`config.mk`:
```
export PLATFORM = sky130hd
export DESIGN_NAME = hub75_scan_seq
export DESIGN_NICKNAME = d
export VERILOG_FILES = /design/src/rtl/hub75_scan_seq.sv
export SDC_FILE = /design/constraint.sdc
export NUM_CORES = 1
export LEC_CHECK = 0
export CAP_MARGIN = 25
export CELL_PAD_IN_SITES_DETAIL_PLACEMENT = 0
export CELL_PAD_IN_SITES_GLOBAL_PLACEMENT = 2
export CORE_MARGIN = 10
export CORE_UTILIZATION = 44
export DETAILED_ROUTE_END_ITERATION = 7
export DONT_BUFFER_PORTS = 1
export HOLD_SLACK_MARGIN = 0.05
export PLACE_DENSITY = 0.89
export SLEW_MARGIN = 20
export SYNTH_ARGS = -nofsm -noshare
export SYNTH_HDL_FRONTEND = slang
export SYNTH_SLANG_ARGS = --single-unit
```
`constraint.sdc`:
```
create_clock -name clk -period 13.6 [get_ports clk]
set_clock_uncertainty 0.15 [all_clocks]
set_input_delay 1.36 -clock clk [delete_from_list [all_inputs] [get_ports clk]]
set_output_delay 1.36 -clock clk [all_outputs]
set_load 0.01 [all_outputs]
```
`src/rtl/hub75_scan_seq.sv`:
```
// hub75_scan_seq
//   Row/bit-plane scan sequencer for HUB75 LED panels with global brightness.
//   A front FSM requests each (row, plane) shift from a downstream shifter,
//   then blanks, latches and unblanks the panel for that step. A separate
//   display timer holds the panel unblanked for the BCM on-time of the
//   latched plane. Because the timer is separate, the next shift runs while
//   the current plane is displayed.
//
// Ports
//   clk, rst_n            clock, asynchronous active-low reset
//   ctrl_run              1 = scan continuously, 0 = stop at next step boundary
//   cfg_pre_latch_len     blanked cycles before the latch pulse (0 = none)
//   cfg_latch_len         latch pulse length minus 1
//   cfg_post_latch_len    blanked cycles after the latch pulse (0 = none)
//   cfg_bcm_bit_len       plane-0 display period minus 1
//   cfg_brightness        global on-fraction (b+1)/256
//   shift_req/row/plane   shift request towards the pixel shifter
//   shift_ack             one-cycle pulse: requested shift is complete
//   hub75_addr/le/blank   panel row address, latch enable, blank
//   frame_done            one-cycle pulse after the last row/plane is latched
module hub75_scan_seq #(
    parameter int N_ROWS    = 32,
    parameter int N_PLANES  = 8,
    parameter int BCM_LEN_W = 8,
    localparam int LOG_N_ROWS = (N_ROWS > 1) ? $clog2(N_ROWS) : 1,
    localparam int PLANE_W    = (N_PLANES > 1) ? $clog2(N_PLANES) : 1
) (
    input  logic                  clk,
    input  logic                  rst_n,
    input  logic                  ctrl_run,
    input  logic [7:0]            cfg_pre_latch_len,
    input  logic [7:0]            cfg_latch_len,
    input  logic [7:0]            cfg_post_latch_len,
    input  logic [BCM_LEN_W-1:0]  cfg_bcm_bit_len,
    input  logic [7:0]            cfg_brightness,
    output logic                  shift_req,
    output logic [LOG_N_ROWS-1:0] shift_row,
    output logic [PLANE_W-1:0]    shift_plane,
    input  logic                  shift_ack,
    output logic [LOG_N_ROWS-1:0] hub75_addr,
    output logic                  hub75_le,
    output logic                  hub75_blank,
    output logic                  frame_done
);

    // Timer width: period (BCM_LEN_W + N_PLANES bits) times (brightness+1)
    // (9 bits) never overflows.
    localparam int TW = BCM_LEN_W + N_PLANES + 9;
    localparam logic [TW-1:0]         T_ZERO     = {TW{1'b0}};
    localparam logic [TW-1:0]         T_ONE      = {{(TW-1){1'b0}}, 1'b1};
    localparam logic [LOG_N_ROWS-1:0] ROW_LAST   = LOG_N_ROWS'(N_ROWS - 1);
    localparam logic [LOG_N_ROWS-1:0] ROW_ONE    = {{(LOG_N_ROWS-1){1'b0}}, 1'b1};
    localparam logic [PLANE_W-1:0]    PLANE_LAST = PLANE_W'(N_PLANES - 1);
    localparam logic [PLANE_W-1:0]    PLANE_ONE  = {{(PLANE_W-1){1'b0}}, 1'b1};

    typedef enum logic [2:0] {
        ST_IDLE  = 3'd0,
        ST_SHIFT = 3'd1,
        ST_WAIT  = 3'd2,
        ST_PRE   = 3'd3,
        ST_LATCH = 3'd4,
        ST_POST  = 3'd5
    } state_t;

    state_t                  state_r, state_nxt_s;
    logic [7:0]              cnt_r, cnt_nxt_s;
    logic                    step_done_s;
    logic                    last_step_s;
    logic                    timer_idle_s;
    logic [TW-1:0]           dur_s, prod_s, on_s, off_s;
    logic [TW-1:0]           on_cnt_r, off_cnt_r;
    logic                    shift_req_r, le_r, blank_r, frame_done_r;
    logic [LOG_N_ROWS-1:0]   shift_row_r, addr_r;
    logic [PLANE_W-1:0]      shift_plane_r;

    assign shift_req   = shift_req_r;
    assign shift_row   = shift_row_r;
    assign shift_plane = shift_plane_r;
    assign hub75_addr  = addr_r;
    assign hub75_le    = le_r;
    assign hub75_blank = blank_r;
    assign frame_done  = frame_done_r;

    assign timer_idle_s = (on_cnt_r == T_ZERO) && (off_cnt_r == T_ZERO);
    assign last_step_s  = (shift_row_r == ROW_LAST) && (shift_plane_r == PLANE_LAST);

    // Display period and on-time for the plane currently held in shift_plane_r.
    always_comb begin
        dur_s  = ({{(TW-BCM_LEN_W){1'b0}}, cfg_bcm_bit_len} + T_ONE) << shift_plane_r;
        prod_s = dur_s * ({{(TW-8){1'b0}}, cfg_brightness} + T_ONE);
        on_s   = prod_s >> 4'd8;
        off_s  = dur_s - on_s;
    end

    // Front FSM next-state and phase counter.
    always_comb begin
        state_nxt_s = state_r;
        cnt_nxt_s   = cnt_r;
        step_done_s = 1'b0;
        case (state_r)
            ST_IDLE: begin
                if (ctrl_run) state_nxt_s = ST_SHIFT;
                else          state_nxt_s = ST_IDLE;
            end
            ST_SHIFT: begin
                // shift_req_r is high throughout SHIFT; the qualifier keeps a
                // stray ack from ever advancing the FSM.
                if (shift_req_r && shift_ack) state_nxt_s = ST_WAIT;
                else                          state_nxt_s = ST_SHIFT;
            end
            ST_WAIT: begin
                // The previous plane must finish before the panel is relatched.
                if (!timer_idle_s) begin
                    state_nxt_s = ST_WAIT;
                end else if (cfg_pre_latch_len != 8'd0) begin
                    state_nxt_s = ST_PRE;
                    cnt_nxt_s   = cfg_pre_latch_len - 8'd1;
                end else begin
                    state_nxt_s = ST_LATCH;
                    cnt_nxt_s   = cfg_latch_len;
                end
            end
            ST_PRE: begin
                if (cnt_r == 8'd0) begin
                    state_nxt_s = ST_LATCH;
                    cnt_nxt_s   = cfg_latch_len;
                end else begin
                    cnt_nxt_s   = cnt_r - 8'd1;
                end
            end
            ST_LATCH: begin
                if (cnt_r != 8'd0) begin
                    cnt_nxt_s = cnt_r - 8'd1;
                end else if (cfg_post_latch_len != 8'd0) begin
                    state_nxt_s = ST_POST;
                    cnt_nxt_s   = cfg_post_latch_len - 8'd1;
                end else begin
                    step_done_s = 1'b1;
                    if (ctrl_run) state_nxt_s = ST_SHIFT;
                    else          state_nxt_s = ST_IDLE;
                end
            end
            ST_POST: begin
                if (cnt_r != 8'd0) begin
                    cnt_nxt_s = cnt_r - 8'd1;
                end else begin
                    step_done_s = 1'b1;
                    if (ctrl_run) state_nxt_s = ST_SHIFT;
                    else          state_nxt_s = ST_IDLE;
                end
            end
            default: begin
                state_nxt_s = ST_IDLE;
                cnt_nxt_s   = 8'd0;
            end
        endcase
    end

    // FSM state, counter and registered panel/shift control outputs.
    always_ff @(posedge clk or negedge rst_n) begin
        if (!rst_n) begin
            state_r      <= ST_IDLE;
            cnt_r        <= 8'd0;
            shift_req_r  <= 1'b0;
            le_r         <= 1'b0;
            addr_r       <= {LOG_N_ROWS{1'b0}};
            frame_done_r <= 1'b0;
        end else begin
            state_r      <= state_nxt_s;
            cnt_r        <= cnt_nxt_s;
            shift_req_r  <= (state_nxt_s == ST_SHIFT);
            le_r         <= (state_nxt_s == ST_LATCH);
            frame_done_r <= step_done_s && last_step_s;
            // Address only moves on LATCH entry, when the display timer is idle.
            if ((state_nxt_s == ST_LATCH) && (state_r != ST_LATCH)) addr_r <= shift_row_r;
            else                                                     addr_r <= addr_r;
        end
    end

    // Scan position: advances once per completed step and survives a stop.
    always_ff @(posedge clk or negedge rst_n) begin
        if (!rst_n) begin
            shift_row_r   <= {LOG_N_ROWS{1'b0}};
            shift_plane_r <= {PLANE_W{1'b0}};
        end else if (step_done_s) begin
            if (shift_plane_r == PLANE_LAST) begin
                shift_plane_r <= {PLANE_W{1'b0}};
                if (shift_row_r == ROW_LAST) shift_row_r <= {LOG_N_ROWS{1'b0}};
                else                         shift_row_r <= shift_row_r + ROW_ONE;
            end else begin
                shift_plane_r <= shift_plane_r + PLANE_ONE;
            end
        end else begin
            shift_row_r   <= shift_row_r;
            shift_plane_r <= shift_plane_r;
        end
    end

    // Display timer: on-phase (unblanked) then off-phase (blanked), then idle.
    // blank_r always equals (on_cnt_r == 0).
    always_ff @(posedge clk or negedge rst_n) begin
        if (!rst_n) begin
            on_cnt_r  <= T_ZERO;
            off_cnt_r <= T_ZERO;
            blank_r   <= 1'b1;
        end else if (step_done_s) begin
            on_cnt_r  <= on_s;
            off_cnt_r <= off_s;
            blank_r   <= (on_s == T_ZERO);
        end else if (on_cnt_r != T_ZERO) begin
            on_cnt_r  <= on_cnt_r - T_ONE;
            blank_r   <= (on_cnt_r == T_ONE);
        end else if (off_cnt_r != T_ZERO) begin
            off_cnt_r <= off_cnt_r - T_ONE;
            blank_r   <= 1'b1;
        end else begin
            blank_r   <= 1'b1;
        end
    end

endmodule

```
==> flow_metrics.env, run 1 <==
export IMPL_ys_top_cells_by_area="fa_1 (19%), dfrtp_1 (19%), ha_1 (8.7%), inv_1 (5.8%), nor2_1 (5.3%)"
export IMPL_grt_overflow=0
export IMPL_ys_warn_count=0
export IMPL_core_area_um2=22800
export IMPL_yosys_area_top_type="fa_1"
export IMPL_remaining_drc_errors=0
export IMPL_cp_slowest_stage_delay_ns=0.60
export IMPL_crit_type="primary input to flop"
export IMPL_hpwl_um=20600
export IMPL_vias=8239
export IMPL_path_clk_slew_ns=0.06
export IMPL_synth_nets=1442
export IMPL_ys_ff_latch=78
export IMPL_netlist_area_um2=10200
export IMPL_yosysSeqAreaShare=0.191
export IMPL_grt_pass1_wl_um=43800
export IMPL_n_fill_cell=2288
export IMPL_dr_pass1_iters=4
export IMPL_hp_class="flop to flop"
export IMPL_vias_per_cell=5.40
export IMPL_cts_sinks=78
export IMPL_grt_antenna_before_repair=0
export IMPL_yosys_most_used_dff="dfrtp_1"
export IMPL_multiInputGateArea_um2=7540
export IMPL_row_count=55
export IMPL_critPathMaxFanout=10
export IMPL_powerDensity_nw_per_um2=141
export IMPL_setup_worst_path_start_class="primary input"
export IMPL_synth_edff_count=0
export IMPL_wl_per_cell_um=17.0
export IMPL_cts_resized=0
export IMPL_synthXorXnorAreaFrac=0.0778
export IMPL_start_util=0.450
export IMPL_peakVddDrop_uv=111
export IMPL_cts_post_setup_buffers_inserted=0
export IMPL_cts_tree="yes"
export IMPL_synth_most_common_cell="inv_1"
export IMPL_yosys_top_cells_count="inv_1 (159), nor2_1 (146), nand2_1 (109)"
export IMPL_die_y_um=173
export IMPL_syn_area_per_cell_um2=8.34
export IMPL_hold_viol=0
export IMPL_final_util=0.477
export IMPL_maxCapViolCount=0
export IMPL_tns_ns=0
export IMPL_pre_cts_slack_ns=3.61
export IMPL_cp_slowest_cell="or4_4"
export IMPL_leakage_nw=4.89
export IMPL_intPower_uw=817
export IMPL_rsz0062_at_grt="false"
export IMPL_required_ns=13.72
export IMPL_fmax_ghz=0.104
export IMPL_async_flop_share=1.00
export IMPL_switchingPower_uw=712
export IMPL_path_common_cell="ha_1"
export IMPL_io_buffers=0
export IMPL_combPwrFrac=0.664
export IMPL_netSwitchingFraction=0.466
export IMPL_setup_slack_ns=3.97
export IMPL_power_mw=1.53
export IMPL_max_slew_margin=0.399
export IMPL_htree_num_levels=3
export IMPL_synthCells=1228
export IMPL_synth_simple_area_share=0.218
export IMPL_cp_arrival_ns=9.76
export IMPL_die_w_um=173
export IMPL_tightestPinTransition_ns=0.902
export IMPL_place_congestion=0.859
export IMPL_end_kind="flop"
export IMPL_grt_start_max_net_pins=79
export IMPL_final_layout_size_suffix_gt1_frac=0.0643
export IMPL_holdBufCountCts=0
export IMPL_finalNetCount=1423
export IMPL_clkPwrFrac=0.154
export IMPL_drt_wl_total_um=25900
export IMPL_synth_top_cell_area_share=0.193
export IMPL_drtIter0Drc=502
export IMPL_setup_viol=0
export IMPL_cts_made_buffers=9
export IMPL_synthAdderAreaFrac=0.282
export IMPL_seq_power_share=0.182
export IMPL_maxSlewViolCount=0
export IMPL_grt_pass1_vias=8436
export IMPL_antennaDiodeCount=0
export IMPL_clock_tree_buffer_depth=2
export IMPL_io_pin_count=61
export IMPL_synth_top_family_by_area="adder cells"
export IMPL_fin_crit_sh=0.708
export IMPL_synthMuxAreaShare=0.0189
export IMPL_dieArea_um2=29800
export IMPL_regArea_um2=1950
export IMPL_syn_to_final_growth_pct=5.94
export IMPL_period_minus_slack_ns=9.63
export IMPL_grt_usage=0.176
export IMPL_clk_latency_ns=0.35
export IMPL_synth_compound_area_share=0.138
export IMPL_drtAntennaViolNets=0
export IMPL_run_status="finished clean"
export IMPL_cts_root_buf="clkbuf_16"
export IMPL_synth_cell_types=81
==> path summary, 6_finish.rpt <==
path                                    start            end  slack (ns)  cells after the start
max                        cfg_bcm_bit_len[0]  off_cnt_r[24]        3.97                     29
min                              on_cnt_r[24]   on_cnt_r[24]        0.38                      2
max reg2reg                    shift_plane[0]  off_cnt_r[24]        4.71                     29
min reg2reg                      on_cnt_r[24]   on_cnt_r[24]        0.38                      2
max in group asynchronous               rst_n    hub75_blank       12.54                      0
min in group asynchronous               rst_n       cnt_r[5]        0.55                      0
==> state kept, by name, summed over array words and instances, names as in the netlist <==
| name | count |
|---|---|
| on_cnt_r | 25 |
| state_r | 3 |
| hub75_addr | 5 |
| hub75_blank | 1 |
| cnt_r | 8 |
| frame_done | 1 |
| off_cnt_r | 25 |
| hub75_le | 1 |
| shift_req | 1 |
| shift_row | 5 |
| shift_plane | 3 |
==> placed cells by master, fill, tap and decap left out, types with 15 or more instances in the layout <==
master    synthesis  layout
inv_1           159     159
nor2_1          146     145
nand2_1         109     109
fa_1             99      99
dfrtp_1          77      77
ha_1             71      71
o21ai_0          60      60
a21oi_1          56      56
xnor2_1          57      55
xor2_1           34      34
nor3_1           33      33
nand3_1          25      25
nand2b_1         22      21
or3_1            18      18
or2_2            15      15
==> layer usage <==
metal | track usage | up-vias | share of wire
li1 | - | 4054 | -
met1 | 0.236 | 4005 | 0.46
met2 | 0.293 | 146 | 0.48
met3 | 0.0152 | 34 | 0.037
met4 | 0.0580 | 0 | 0.023
met5 | 0 | - | 0
==> layout make-up <==
class	count	share of cell area
clock buffers	13	0.0240
clock inverters	3	0.00184
flip-flops and latches	78	0.180
multi-input cells	949	0.695
well taps	313	0.0361
repair buffers	12	0.00830
inverters	159	0.0550
==> critical path: cells and delay by family <==
kind,cells,cell delay [ns]
adder cells (fa/ha/maj),8,3.04
AO/OA/AOI/OAI,10,2.46
AND/OR/NAND/NOR,6,1.50
multiplexers,2,0.87
buffers and inverters,2,0.31
XOR/XNOR,1,0.21
==> kinds of logic after synthesis <==
| group | Yosys count |
|---|---|
| and+or+nand+nor | 452 |
| adders and majority gates | 172 |
| DFF | 78 |
| xor gates and xnor gates | 91 |
| buffers and inverters | 201 |
| AOI/OAI and AO/OA | 216 |
| muxes | 18 |
==> power by group through the flow <==
stage | Combinational [mW] | Clock, mW | Sequential, mW
global route | 1.15 | 0.251 | 0.282
detailed placement | 1.02 | 0 | 0.282
finish | 1.02 | 0.235 | 0.278
global placement | 1.02 | 0 | 0.282
CTS | 1.03 | 0.242 | 0.278
floorplan | 0.795 | 0 | 0.274
==> through the flow <==
step	std cells	hold slack, ns	instance area, um2
after global placement	1511	0.372	10600
after CTS	1527	0.380	10900
after global routing	1527	0.414	10900
after detailed placement	1511	0.370	10600
final	1527	0.376	10900
after floorplan	1228	0.340	10200
Note: power is estimated with default switching activity, not from simulation.
==> run 2, diff against run 1 <==
--- a/config.mk
+++ b/config.mk
@@ -9,11 +9,11 @@
 export CELL_PAD_IN_SITES_DETAIL_PLACEMENT = 0
 export CELL_PAD_IN_SITES_GLOBAL_PLACEMENT = 2
 export CORE_MARGIN = 10
-export CORE_UTILIZATION = 44
+export CORE_UTILIZATION = 41
 export DETAILED_ROUTE_END_ITERATION = 7
 export DONT_BUFFER_PORTS = 1
 export HOLD_SLACK_MARGIN = 0.05
-export PLACE_DENSITY = 0.89
+export PLACE_DENSITY = 0.84
 export SLEW_MARGIN = 20
 export SYNTH_ARGS = -nofsm -noshare
 export SYNTH_HDL_FRONTEND = slang
==> constraint.sdc (replaced) <==
create_clock -name clk -period 9.93 [get_ports clk]
set_clock_uncertainty 0.15 [all_clocks]
set_input_delay 0.993 -clock clk [delete_from_list [all_inputs] [get_ports clk]]
set_output_delay 0.993 -clock clk [all_outputs]
set_load 0.01 [all_outputs]
==> run 2 against run 1 <==
  * Sequential power grew 37%
  * Design area is 1.0% higher
  * Sequential share of layout area is 0.19 points lower
  * Non-clock buffer count up 9
  * Power up 38%
  * Flip-flop and latch count stayed put
  * Global-route usage decreased by 0.62 points
  * Utilization shrank 2.8 points
  * Clock power increased by 49%
  * Via count fell by 0.36%
  * Combinational power up 36%
  * Critical path depth increased by 1
  * Largest power group unchanged
==> flow_metrics.env, run 2 (same netlist as run 1, synthesis figures left out) <==
export IMPL_run_status="finished clean"
export IMPL_cts_post_setup_buffers_inserted=0
export IMPL_power_mw=2.12
export IMPL_required_ns=10.03
export IMPL_powerDensity_nw_per_um2=193
export IMPL_htree_num_levels=3
export IMPL_drtIter0Drc=376
export IMPL_die_y_um=178
export IMPL_rsz0062_at_grt="false"
export IMPL_mostFrequentLayoutCells="inv_1 (159), nor2_1 (145), nand2_1 (109)"
export IMPL_row_count=57
export IMPL_critPathMaxFanout=10
export IMPL_syn_to_final_growth_pct=7.05
export IMPL_antennaDiodeCount=0
export IMPL_finalNetCount=1432
export IMPL_crit_start="cfg_bcm_bit_len[0]"
export IMPL_crit_type="primary input to flop"
export IMPL_hp_class="primary input to asynchronous set/reset pin"
export IMPL_path_clk_slew_ns=0.06
export IMPL_grt_antenna_before_repair=0
export IMPL_setup_viol=0
export IMPL_path_buf_inv=1
export IMPL_tns_ns=0
export IMPL_cp_arrival_ns=9.22
export IMPL_cts_root_buf="clkbuf_16"
export IMPL_max_slew_margin=0.359
export IMPL_place_congestion=0.852
export IMPL_end_kind="flop"
export IMPL_start_util=0.419
export IMPL_hpwl_um=20900
export IMPL_path_delay_family="adder cells"
export IMPL_io_buffers=0
export IMPL_grt_overflow=0
export IMPL_dieArea_um2=31700
export IMPL_core_area_um2=24500
export IMPL_wl_per_cell_um=16.7
export IMPL_cts_sinks=78
export IMPL_drt_wl_total_um=25800
export IMPL_cp_slowest_stage_delay_ns=0.59
export IMPL_grt_pass1_wl_um=44200
export IMPL_post_place_cells=1531
export IMPL_fin_cells=1547
export IMPL_die_w_um=178
export IMPL_remaining_drc_errors=0
export IMPL_peakVddDrop_uv=148
export IMPL_rrSetupSlack_ns=0.98
export IMPL_clk_latency_ns=0.34
export IMPL_reg_top3="off_cnt_r (25), on_cnt_r (25), cnt_r (8)"
export IMPL_leakage_nw=4.95
export IMPL_cp_slowest_cell="or4_4"
export IMPL_n_fill_cell=2475
export IMPL_grt_usage=0.170
export IMPL_maxSlewViolCount=0
export IMPL_vias_per_cell=5.31
export IMPL_final_layout_size_suffix_gt1_frac=0.0720
export IMPL_r2r_end="off_cnt_r[20]"
export IMPL_reg2reg_from="shift_plane[0]"
export IMPL_hold_viol=0
export IMPL_regArea_um2=1950
export IMPL_worstRegToRegCells=30
export IMPL_cts_made_buffers=9
export IMPL_setup_worst_path_start_class="primary input"
export IMPL_fin_crit_sh=0.919
export IMPL_final_common_cell="inv_1"
export IMPL_vias=8209
export IMPL_period_minus_slack_ns=9.12
export IMPL_multiInputGateArea_um2=7540
export IMPL_drtAntennaViolNets=0
export IMPL_grt_pass1_vias=8609
export IMPL_fmax_ghz=0.110
export IMPL_tightestPinTransition_ns=0.961
export IMPL_io_pin_count=61
export IMPL_grt_start_max_net_pins=79
export IMPL_cts_tree="yes"
export IMPL_clock_tree_buffer_depth=2
export IMPL_dr_pass1_iters=4
export IMPL_maxCapViolCount=0
-- run 2: changes by cell type in the layout (fill, tap and decap cells not counted), sizes merged --
cell	change
buf	+9
clkbuf	-3
bufinv	+2
clkinv	+2
clkinvlp	-1
-- run 2: per-layer routing --
| layer | GRT usage | vias to the layer above | share of wire |
|---|---|---|---|
| li1 | - | 4061 | - |
| met1 | 0.225 | 3989 | 0.46 |
| met2 | 0.293 | 133 | 0.49 |
| met3 | 0.0163 | 26 | 0.033 |
| met4 | 0.0389 | 0 | 0.015 |
| met5 | 0 | - | 0 |
-- run 2: per-stage QoR --
step                      utilization  worst slack, ns  area (um2)  hold slack (ns)
after CTS                       0.448            0.356       11000            0.186
after global routing            0.448            0.122       11000            0.186
after floorplan                     -             1.17       10200            0.340
final                           0.448            0.808       11000            0.200
after global placement          0.435           0.0955       10600            0.365
after detailed placement        0.435           0.0485       10600            0.374
-- run 2: layout make-up --
cell class                      instances  area share
Multi-Input combinational cell        949       0.687
Clock inverter                          6     0.00787
Timing Repair Buffer                   21      0.0144
Sequential cell                        78       0.178
Inverter                              159      0.0544
Clock buffer                           10      0.0209
Tap cell                              324      0.0370
-- run 2: worst max-delay path by stage --
| stage | end | depth (start not counted) |
|---|---|---|
| after floorplan | off_cnt_r[16] | 33 |
| after global placement | off_cnt_r[16] | 31 |
| after detailed placement | off_cnt_r[20] | 31 |
| after CTS | off_cnt_r[20] | 31 |
| after global routing | off_cnt_r[22] | 33 |
| final | off_cnt_r[20] | 30 |
-- run 2: timing repair --
item                                    CTS  global route
gates resized for setup                   0             3
endpoints found under the setup margin    0             5
hold buffers                              0             0
-- run 2: power breakdown --
group	switching, mW	internal (mW)
logic	0.781	0.605
registers	0.0352	0.346
clock network	0.131	0.220
total	0.947	1.17
